`src/rtl/ssd_scan_decoder.sv`:
```
// Observes a multiplexed seven-segment scan (Segment/Digital pins) and rebuilds
// the 32-bit SSDC word once per complete digit 0..5 frame, published over valid/ready.
module ssd_scan_decoder #(
    parameter int unsigned STABLE_CYCLES  = 16,
    parameter int unsigned TIMEOUT_CYCLES = 200000
) (
    input  logic        Clock,
    input  logic        Reset,
    input  logic [7:0]  Segment,
    input  logic [5:0]  Digital,
    output logic [31:0] FrameData,
    output logic        FrameValid,
    input  logic        FrameReady,
    output logic        Overrun
);

    localparam int unsigned CNT_W  = 8;
    localparam int unsigned IDLE_W = $clog2(TIMEOUT_CYCLES + 1);
    localparam logic [31:0] DISABLED_WORD = 32'h00FF_FFFF;
    localparam logic [5:0]  DIGIT0_SEL    = 6'b111110;

    typedef enum logic {HUNT, CAPTURE} scanStateT;

    scanStateT state, stateNext;

    logic [7:0]        segMeta, segSync, segPrev;
    logic [5:0]        digMeta, digSync, digPrev;
    logic [CNT_W-1:0]  stableCnt;
    logic [IDLE_W-1:0] idleCnt;
    logic              slotDone;

    logic [23:0] nibAcc, nibMerged;
    logic [5:0]  dpAcc, dpMerged;
    logic        errAcc;
    logic [2:0]  expected;

    logic        sampleSame, digChange, stableHit, timeoutHit;
    logic [4:0]  curDecode;
    logic [3:0]  curNib;
    logic        curErr, curDp, selOneHot;
    logic [2:0]  selIdx;
    logic        loadFirst, loadNext, publish;
    logic [31:0] publishWord;

    // Low-active segment code to {error, nibble}
    function automatic logic [4:0] decodeSeg(input logic [6:0] code);
        case (code)
            7'h40:   decodeSeg = 5'h00;
            7'h79:   decodeSeg = 5'h01;
            7'h24:   decodeSeg = 5'h02;
            7'h30:   decodeSeg = 5'h03;
            7'h19:   decodeSeg = 5'h04;
            7'h12:   decodeSeg = 5'h05;
            7'h02:   decodeSeg = 5'h06;
            7'h78:   decodeSeg = 5'h07;
            7'h00:   decodeSeg = 5'h08;
            7'h10:   decodeSeg = 5'h09;
            7'h7F:   decodeSeg = 5'h0F;
            default: decodeSeg = 5'h1E;
        endcase
    endfunction

    function automatic logic [2:0] selToIdx(input logic [5:0] sel);
        selToIdx = 3'd0;
        for (int i = 0; i < 6; i++) begin
            if (!sel[i]) selToIdx = 3'(i);
        end
    endfunction

    // Two-flop synchronizers plus one more stage for change detection
    always_ff @(posedge Clock or negedge Reset) begin
        if (!Reset) begin
            segMeta <= '1;
            segSync <= '1;
            segPrev <= '1;
            digMeta <= '1;
            digSync <= '1;
            digPrev <= '1;
        end else begin
            segMeta <= Segment;
            segSync <= segMeta;
            segPrev <= segSync;
            digMeta <= Digital;
            digSync <= digMeta;
            digPrev <= digSync;
        end
    end

    assign sampleSame = (segSync == segPrev) && (digSync == digPrev);
    assign digChange  = (digSync != digPrev);
    assign stableHit  = (stableCnt == CNT_W'(STABLE_CYCLES - 1)) && !slotDone;
    assign timeoutHit = (idleCnt == IDLE_W'(TIMEOUT_CYCLES - 1));

    // Stability and idle counters; slotDone limits acceptance to once per select
    always_ff @(posedge Clock or negedge Reset) begin
        if (!Reset) begin
            stableCnt <= '0;
            idleCnt   <= '0;
            slotDone  <= 1'b0;
        end else begin
            if (!sampleSame)
                stableCnt <= '0;
            else if (stableCnt != '1)
                stableCnt <= stableCnt + CNT_W'(1);

            if (digChange)
                idleCnt <= '0;
            else if (idleCnt != IDLE_W'(TIMEOUT_CYCLES))
                idleCnt <= idleCnt + IDLE_W'(1);

            if (digChange)
                slotDone <= 1'b0;
            else if (stableHit)
                slotDone <= 1'b1;
        end
    end

    assign curDecode = decodeSeg(segPrev[6:0]);
    assign curNib    = curDecode[3:0];
    assign curErr    = curDecode[4];
    assign curDp     = ~segPrev[7];
    assign selOneHot = $onehot(~digPrev);
    assign selIdx    = selToIdx(digPrev);

    // Partial frame with the current digit inserted at its slot
    always_comb begin
        nibMerged = nibAcc;
        dpMerged  = dpAcc;
        for (int i = 0; i < 6; i++) begin
            if (selIdx == 3'(i)) begin
                nibMerged[4*i +: 4] = curNib;
                dpMerged[i]         = curDp;
            end
        end
    end

    always_ff @(posedge Clock or negedge Reset) begin
        if (!Reset) state <= HUNT;
        else        state <= stateNext;
    end

    always_comb begin
        stateNext   = state;
        loadFirst   = 1'b0;
        loadNext    = 1'b0;
        publish     = 1'b0;
        publishWord = DISABLED_WORD;
        if (timeoutHit) begin
            publish   = 1'b1;
            stateNext = HUNT;
        end else if (stableHit) begin
            case (state)
                HUNT: begin
                    if (digPrev == DIGIT0_SEL) begin
                        loadFirst = 1'b1;
                        stateNext = CAPTURE;
                    end
                end
                CAPTURE: begin
                    if (selOneHot && (selIdx == expected)) begin
                        if (expected == 3'd5) begin
                            publish     = 1'b1;
                            publishWord = {1'b1, errAcc | curErr, dpMerged, nibMerged};
                            stateNext   = HUNT;
                        end else begin
                            loadNext = 1'b1;
                        end
                    end else if (digPrev == DIGIT0_SEL) begin
                        // Out-of-order select restarts the frame if it is digit 0
                        loadFirst = 1'b1;
                    end else begin
                        stateNext = HUNT;
                    end
                end
                default: stateNext = HUNT;
            endcase
        end
    end

    always_ff @(posedge Clock or negedge Reset) begin
        if (!Reset) begin
            nibAcc   <= '0;
            dpAcc    <= '0;
            errAcc   <= 1'b0;
            expected <= '0;
        end else if (loadFirst) begin
            nibAcc   <= {20'h0, curNib};
            dpAcc    <= {5'b0, curDp};
            errAcc   <= curErr;
            expected <= 3'd1;
        end else if (loadNext) begin
            nibAcc   <= nibMerged;
            dpAcc    <= dpMerged;
            errAcc   <= errAcc | curErr;
            expected <= expected + 3'd1;
        end
    end

    // Output handshake; a publish into a stalled slot is dropped and flagged
    always_ff @(posedge Clock or negedge Reset) begin
        if (!Reset) begin
            FrameData  <= DISABLED_WORD;
            FrameValid <= 1'b0;
            Overrun    <= 1'b0;
        end else begin
            if (publish && (!FrameValid || FrameReady)) begin
                FrameData  <= publishWord;
                FrameValid <= 1'b1;
            end else if (FrameValid && FrameReady) begin
                FrameValid <= 1'b0;
            end

            if (publish && FrameValid && !FrameReady)
                Overrun <= 1'b1;
            else if (FrameValid && FrameReady)
                Overrun <= 1'b0;
        end
    end

endmodule

```
`config.mk`:
```
export PLATFORM = sky130hd
export DESIGN_NAME = ssd_scan_decoder
export DESIGN_NICKNAME = d
export VERILOG_FILES = /design/src/rtl/ssd_scan_decoder.sv
export SDC_FILE = /design/constraint.sdc
export NUM_CORES = 1
export LEC_CHECK = 0
export CORE_UTILIZATION = 45
export DETAILED_ROUTE_END_ITERATION = 12
export SLEW_MARGIN = 20
export SYNTH_ARGS = -nofsm -noshare
export SYNTH_HDL_FRONTEND = slang
export SYNTH_SLANG_ARGS = --single-unit
```
`constraint.sdc`:
```
create_clock -name Clock -period 4.4 [get_ports Clock]
set_clock_uncertainty 0.15 [all_clocks]
set_input_delay 0.88 -clock Clock [delete_from_list [all_inputs] [get_ports Clock]]
set_output_delay 0.88 -clock Clock [all_outputs]
set_load 0.03 [all_outputs]
```
== After elaboration in Yosys (flattened, before gate mapping) ==
Index checks and enable logic that the tools add are counted.

* Register bits after elaboration: 138
* Input bits: 17
* Output and inout port bits: 34
* Word-level logic and storage cells: 134

* Add/sub/neg operators: 8
* Equal/unequal tests: 27
* Mux-type cells: 59
* Bitwise gates (word level): 4
* Reductions and logical operators: 19

{| class="wikitable"
|+ Operators with widths
! kind !! number
|-
| $mux 32 || 5
|-
| $pmux 5 s11 || 1
|-
| $mux 24 || 2
|-
| $mux 18 || 2
|-
| $mux 1 || 31
|-
| $eq 7x7->1 const B || 4
|-
| $mux 4 || 6
|-
| $eq 7x5->1 const B || 3
|-
| $add 18x1->18 const B || 1
|-
| $eq 18x18->1 const B || 1
|-
| $mux 3 || 6
|-
| $ne 18x18->1 const B || 1
|-
| $mux 8 || 2
|-
| $eq 7x6->1 const B || 2
|-
| $mux 6 || 2
|-
| $reduce_bool 2->1 || 6
|-
| $eq 3x3->1 const B || 3
|-
| $add 8x1->8 const B || 1
|-
| $eq 8x4->1 const B || 1
|-
| $eq 8x8->1 || 1
|-
| $ne 8x8->1 const B || 1
|-
| $eq 7x2->1 const B || 1
|-
| $logic_and 1x1->1 || 7
|-
| $logic_not 7->1 || 1
|-
| other kinds (18) || 26
|}

== Depth between registers and ports, before layout ==
* Depth in word-level cells: 14
* Depth in mapped cells: 13
* Gate-level depth less buffers: 11

== Least setup slack after synthesis ==
Ideal clock, no wire load.

* Kind: register -> register
* Start point: register digPrev[1]
* End point: register nibAcc[20]
* Setup time: 0.136 ns
* Arrival time: 3.233 ns
* Data required time: 4.114 ns
* Path slack: 0.880 ns
* Stages on the path, launching flop included: 14
* Period minus slack after synthesis: 3.520 ns
* Path through: dfstp_2 fa_1 inv_1 fa_1 ha_1 inv_1 fa_1 nand4_1 a221oi_4 or3_2 clkbuf_1 buf_2 nand3_1 o21ai_0

* Longest elaborated chain between the ends: 12

{| class="wikitable"
|+ Ends and longest elaborated chain
! element !! RTL line !! source
|-
| start, declared || 27 || <nowiki>logic [5:0] digMeta, digSync, digPrev;</nowiki>
|-
| start signal, assigned || 85 || <nowiki>digPrev <= digSync;</nowiki>
|-
| parallel branches: the longest is 12 deep, another holds $add 2x2->3 || - ||
|-
| end signal, assigned || 187 || <nowiki>nibAcc <= {20'h0, curNib};</nowiki>
|-
| end signal, assigned || 192 || <nowiki>nibAcc <= nibMerged;</nowiki>
|-
| end, declared || 32 || <nowiki>logic [23:0] nibAcc, nibMerged;</nowiki>
|}

Several ways; the timed one is not identified. The select of a mux whose other input is x is not followed.
A chain may end at the register's enable or synchronous reset.

== Worst setup path in the final report ==
* Start point: register digPrev[1]
* End point: register FrameData[10]

* Longest elaborated chain between the ends: 12

{| class="wikitable"
|+ Ends and longest elaborated chain
! element !! RTL line !! source
|-
| parallel branches: the longest is 12 deep, another holds $add 2x2->3 || - ||
|-
| end signal, assigned || 207 || <nowiki>FrameData <= publishWord;</nowiki>
|-
| end, declared || 11 || <nowiki>output logic [31:0] FrameData,</nowiki>
|}

Several ways; the timed one is not identified.

==> metrics.md <==
| Metric | Value |
|---|---|
| Initial antenna violation count | `0` |
| WL final | `12.7 mm` |
| Largest net degree at the start of global routing | `114` |
| Share of cells above drive strength 1 | `0.204` |
| Crit Path Class | `flop to flop` |
| Crit end category | `flop` |
| CTS tree | `built` |
| H-Tree Level Count | `4` |
| N_diodes | `0` |
| WP data arrival | `4.23 ns` |
| Vias in the first global route | `4261` |
| GP Congestion | `0.780` |
| CP Launch Type | `flop` |
| Yosys reg bits | `138` |
| Top_reg_cell synth | `dfrtp_1` |
| Syn Area/Cell | `11.0 um^2` |
| Final Core Density | `0.559` |
| First-pass GRT wire length | `21.9 mm` |
| GRT Util Overall | `0.199` |
| Fillcell total | `1182` |
| Area Overhead vs Synth | `20.1%` |
| Syn Inst Count | `567` |
| RSZ-0062 raised after global routing | `no` |
| Worst-Margin Slew | `1.07 ns` |
| Overall power | `2.92 mW` |
| Achievable clock frequency | `0.248 GHz` |
| Total CTS buffers | `17` |
| Design area | `7490 um^2` |
| Minimum clock period | `4.03 ns` |
| Root Buffer | `clkbuf_16` |
| Leak | `3.06 nW` |
| Worst slew margin | `0.287` |
| DR vias | `4350` |
| Hold crit path type | `flop to flop` |
| Die Height | `120 um` |
| DR vias/cell | `5.42` |
| Remaining global-route overflow | `0` |
| Yosys warns | `0` |
| Placed cell area | `6860 um^2` |
| Commonest non-fill, non-tap cells in the layout | `dfrtp_1, dfstp_2, nor2_1` |
| Post-synth EDFFs | `0` |
| Reg-to-reg startpoint | `digPrev[1]` |
| Worst endpoint required time | `4.60 ns` |
| CTS Hold Bufs | `0` |
| Maximum capacitance violations | `0` |
| PwrDens | `389 nW/um^2` |
| Fin Setup TNS | `0 ns` |
| Sequential cell area | `3540 um^2` |
| Worst min-delay path startpoint | `digMeta[0]` |
| Mapped Area | `6240 um^2` |
| Core Region | `13400 um^2` |
| IO buf count | `50` |
| Sequential share of the synthesized area | `0.567` |
| Die width | `120 um` |
| WL/cell | `15.9 um` |
| Post-route ant nets | `0` |
| Clk buf depth | `2` |
| Commonest non-fill, non-tap cell in the layout | `dfrtp_1` |
| Critical Path Fanout Max | `20` |
| Initial core utilization | `0.466` |
| DRC violations left | `0` |
| Number of distinct library cells after synthesis | `68` |
| Final Max Tran Viols | `0` |
| Clk slew on worst S/H paths | `0.05 ns` |
| Ports | `51` |
| Iter 0 DRT Violations | `340` |
| # nets final | `641` |
| Max VDD drop | `372 uV` |
| Site row count | `42` |
| Post-DP HPWL | `8.73 mm` |
| Multi-input combinational cell area | `2480 um^2` |
| Crit path from | `digPrev[1]` |
| Fraction of registers with async set/reset | `1.00` |
| Die area | `14300 um^2` |
| Final setup vio count | `0` |
| CTS sink cnt | `138` |
| Final Cycle Share | `0.916` |
| Drt first pass iters | `5` |
| Status | `finished clean` |
| Post-CTS setup buffers | `0` |
| Final Hold Vio Count | `0` |
| Clk_lat worst skew | `0.42 ns` |
| Post-synthesis net count | `594` |
| Gates resized, CTS repair | `0` |
-- logic make-up (layout without fill, tap and decap cells) --
family	Yosys count	count (layout)	synth area share
buffers and inverters	52	112	0.0367
DFF	138	138	0.567
and+or+nand+nor	209	209	0.179
AOI/OAI and AO/OA	116	116	0.133
muxes	10	10	0.0164
adders and majority gates	10	10	0.0237
xor gates and xnor gates	32	32	0.0449
-- routing by layer --
metal  wire length, um  track usage  part of all wire  vias to the layer above
li1                  -            -                 -                     2095
met3               580       0.0471             0.046                       20
met1              5980        0.269              0.47                     2134
met4               209       0.0773             0.016                        0
met5                 0            0                 0                        -
met2              5970        0.310              0.47                      101
-- metrics by stage --
stage               instances  hold slack [ns]  worst slack (ns)
detailed placement        771            0.197             0.375
CTS                       803            0.205             0.388
finish                    803            0.204             0.370
floorplan                 567            0.195             0.880
global placement          771            0.196             0.483
global route              803            0.205             0.183
-- registers in the layout (all words and copies together) (netlist names) --
signal / count
segSync: 8
FrameValid: 1
digSync: 6
dpAcc: 6
errAcc: 1
Overrun: 1
nibAcc: 24
slotDone: 1
digPrev: 6
segPrev: 8
FrameData: 32
idleCnt: 18
state: 1
expected: 3
segMeta: 8
stableCnt: 8
digMeta: 6
-- synth_stat cells, types with 4 or more instances --
| master | n | area [um^2] |
|---|---|---|
| dfrtp_1 | 72 | 1800 |
| dfstp_2 | 66 | 1730 |
| nor2_1 | 59 | 221 |
| nand3_1 | 42 | 210 |
| o21ai_0 | 30 | 150 |
| a21oi_1 | 26 | 130 |
| inv_1 | 26 | 97.6 |
| nand2_1 | 24 | 90.1 |
| xnor2_1 | 21 | 184 |
| nor3_1 | 16 | 80.1 |
| clkbuf_1 | 14 | 52.6 |
| o22a_1 | 14 | 123 |
| xor2_1 | 11 | 96.3 |
| and3_1 | 8 | 50.1 |
| mux2i_1 | 8 | 80.1 |
| nand4_1 | 8 | 50.1 |
| ha_1 | 7 | 87.6 |
| o22ai_2 | 7 | 87.6 |
| nor4_1 | 6 | 37.5 |
| o21ai_1 | 6 | 30.0 |
| nand3_2 | 5 | 50.1 |
| a211oi_1 | 4 | 30.0 |
| and2_1 | 4 | 25.0 |
| and4_1 | 4 | 35.0 |
| buf_4 | 4 | 30.0 |
| nor3b_1 | 4 | 30.0 |
| o32a_1 | 4 | 40.0 |
-- cell type report --
type                       count  area share
sequential                   138       0.472
multi-input combinational    377       0.331
timing repair buffer          53      0.0703
clock buffer                  24      0.0702
tap                          176      0.0294
clock inverter                 8      0.0137
inverter                      27      0.0135
-- path summary, 6_finish.rpt --
check,endpoint,slack [ns],cells after the start
hold reg to reg,digSync[0],0.20,0
min in group asynchronous,idleCnt[17],0.44,1
max in group asynchronous,digSync[2],2.78,2
hold / removal,digSync[0],0.20,0
setup / recovery,FrameData[10],0.37,11
setup reg to reg,FrameData[10],0.37,11
-- power breakdown --
group	leakage (nW)	switching [mW]	internal, mW
Combinational	1.09	0.0605	0.0399
Sequential	1.66	0.0226	1.31
Clock	0.307	0.532	0.953
Total	3.06	0.615	2.30
-- worst max-delay path, stage by stage, from the launching register on --
cell	delay (ns)
dfstp_2	0.41
fa_1	0.51
inv_1	0.05
fa_1	0.48
ha_1	0.15
inv_1	0.05
fa_1	0.47
nand4_1	0.13
a221oi_4	0.57
nand3_4	0.19
or3_4	0.56
o22a_1	0.23
Power figures use the tool's default switching activity.
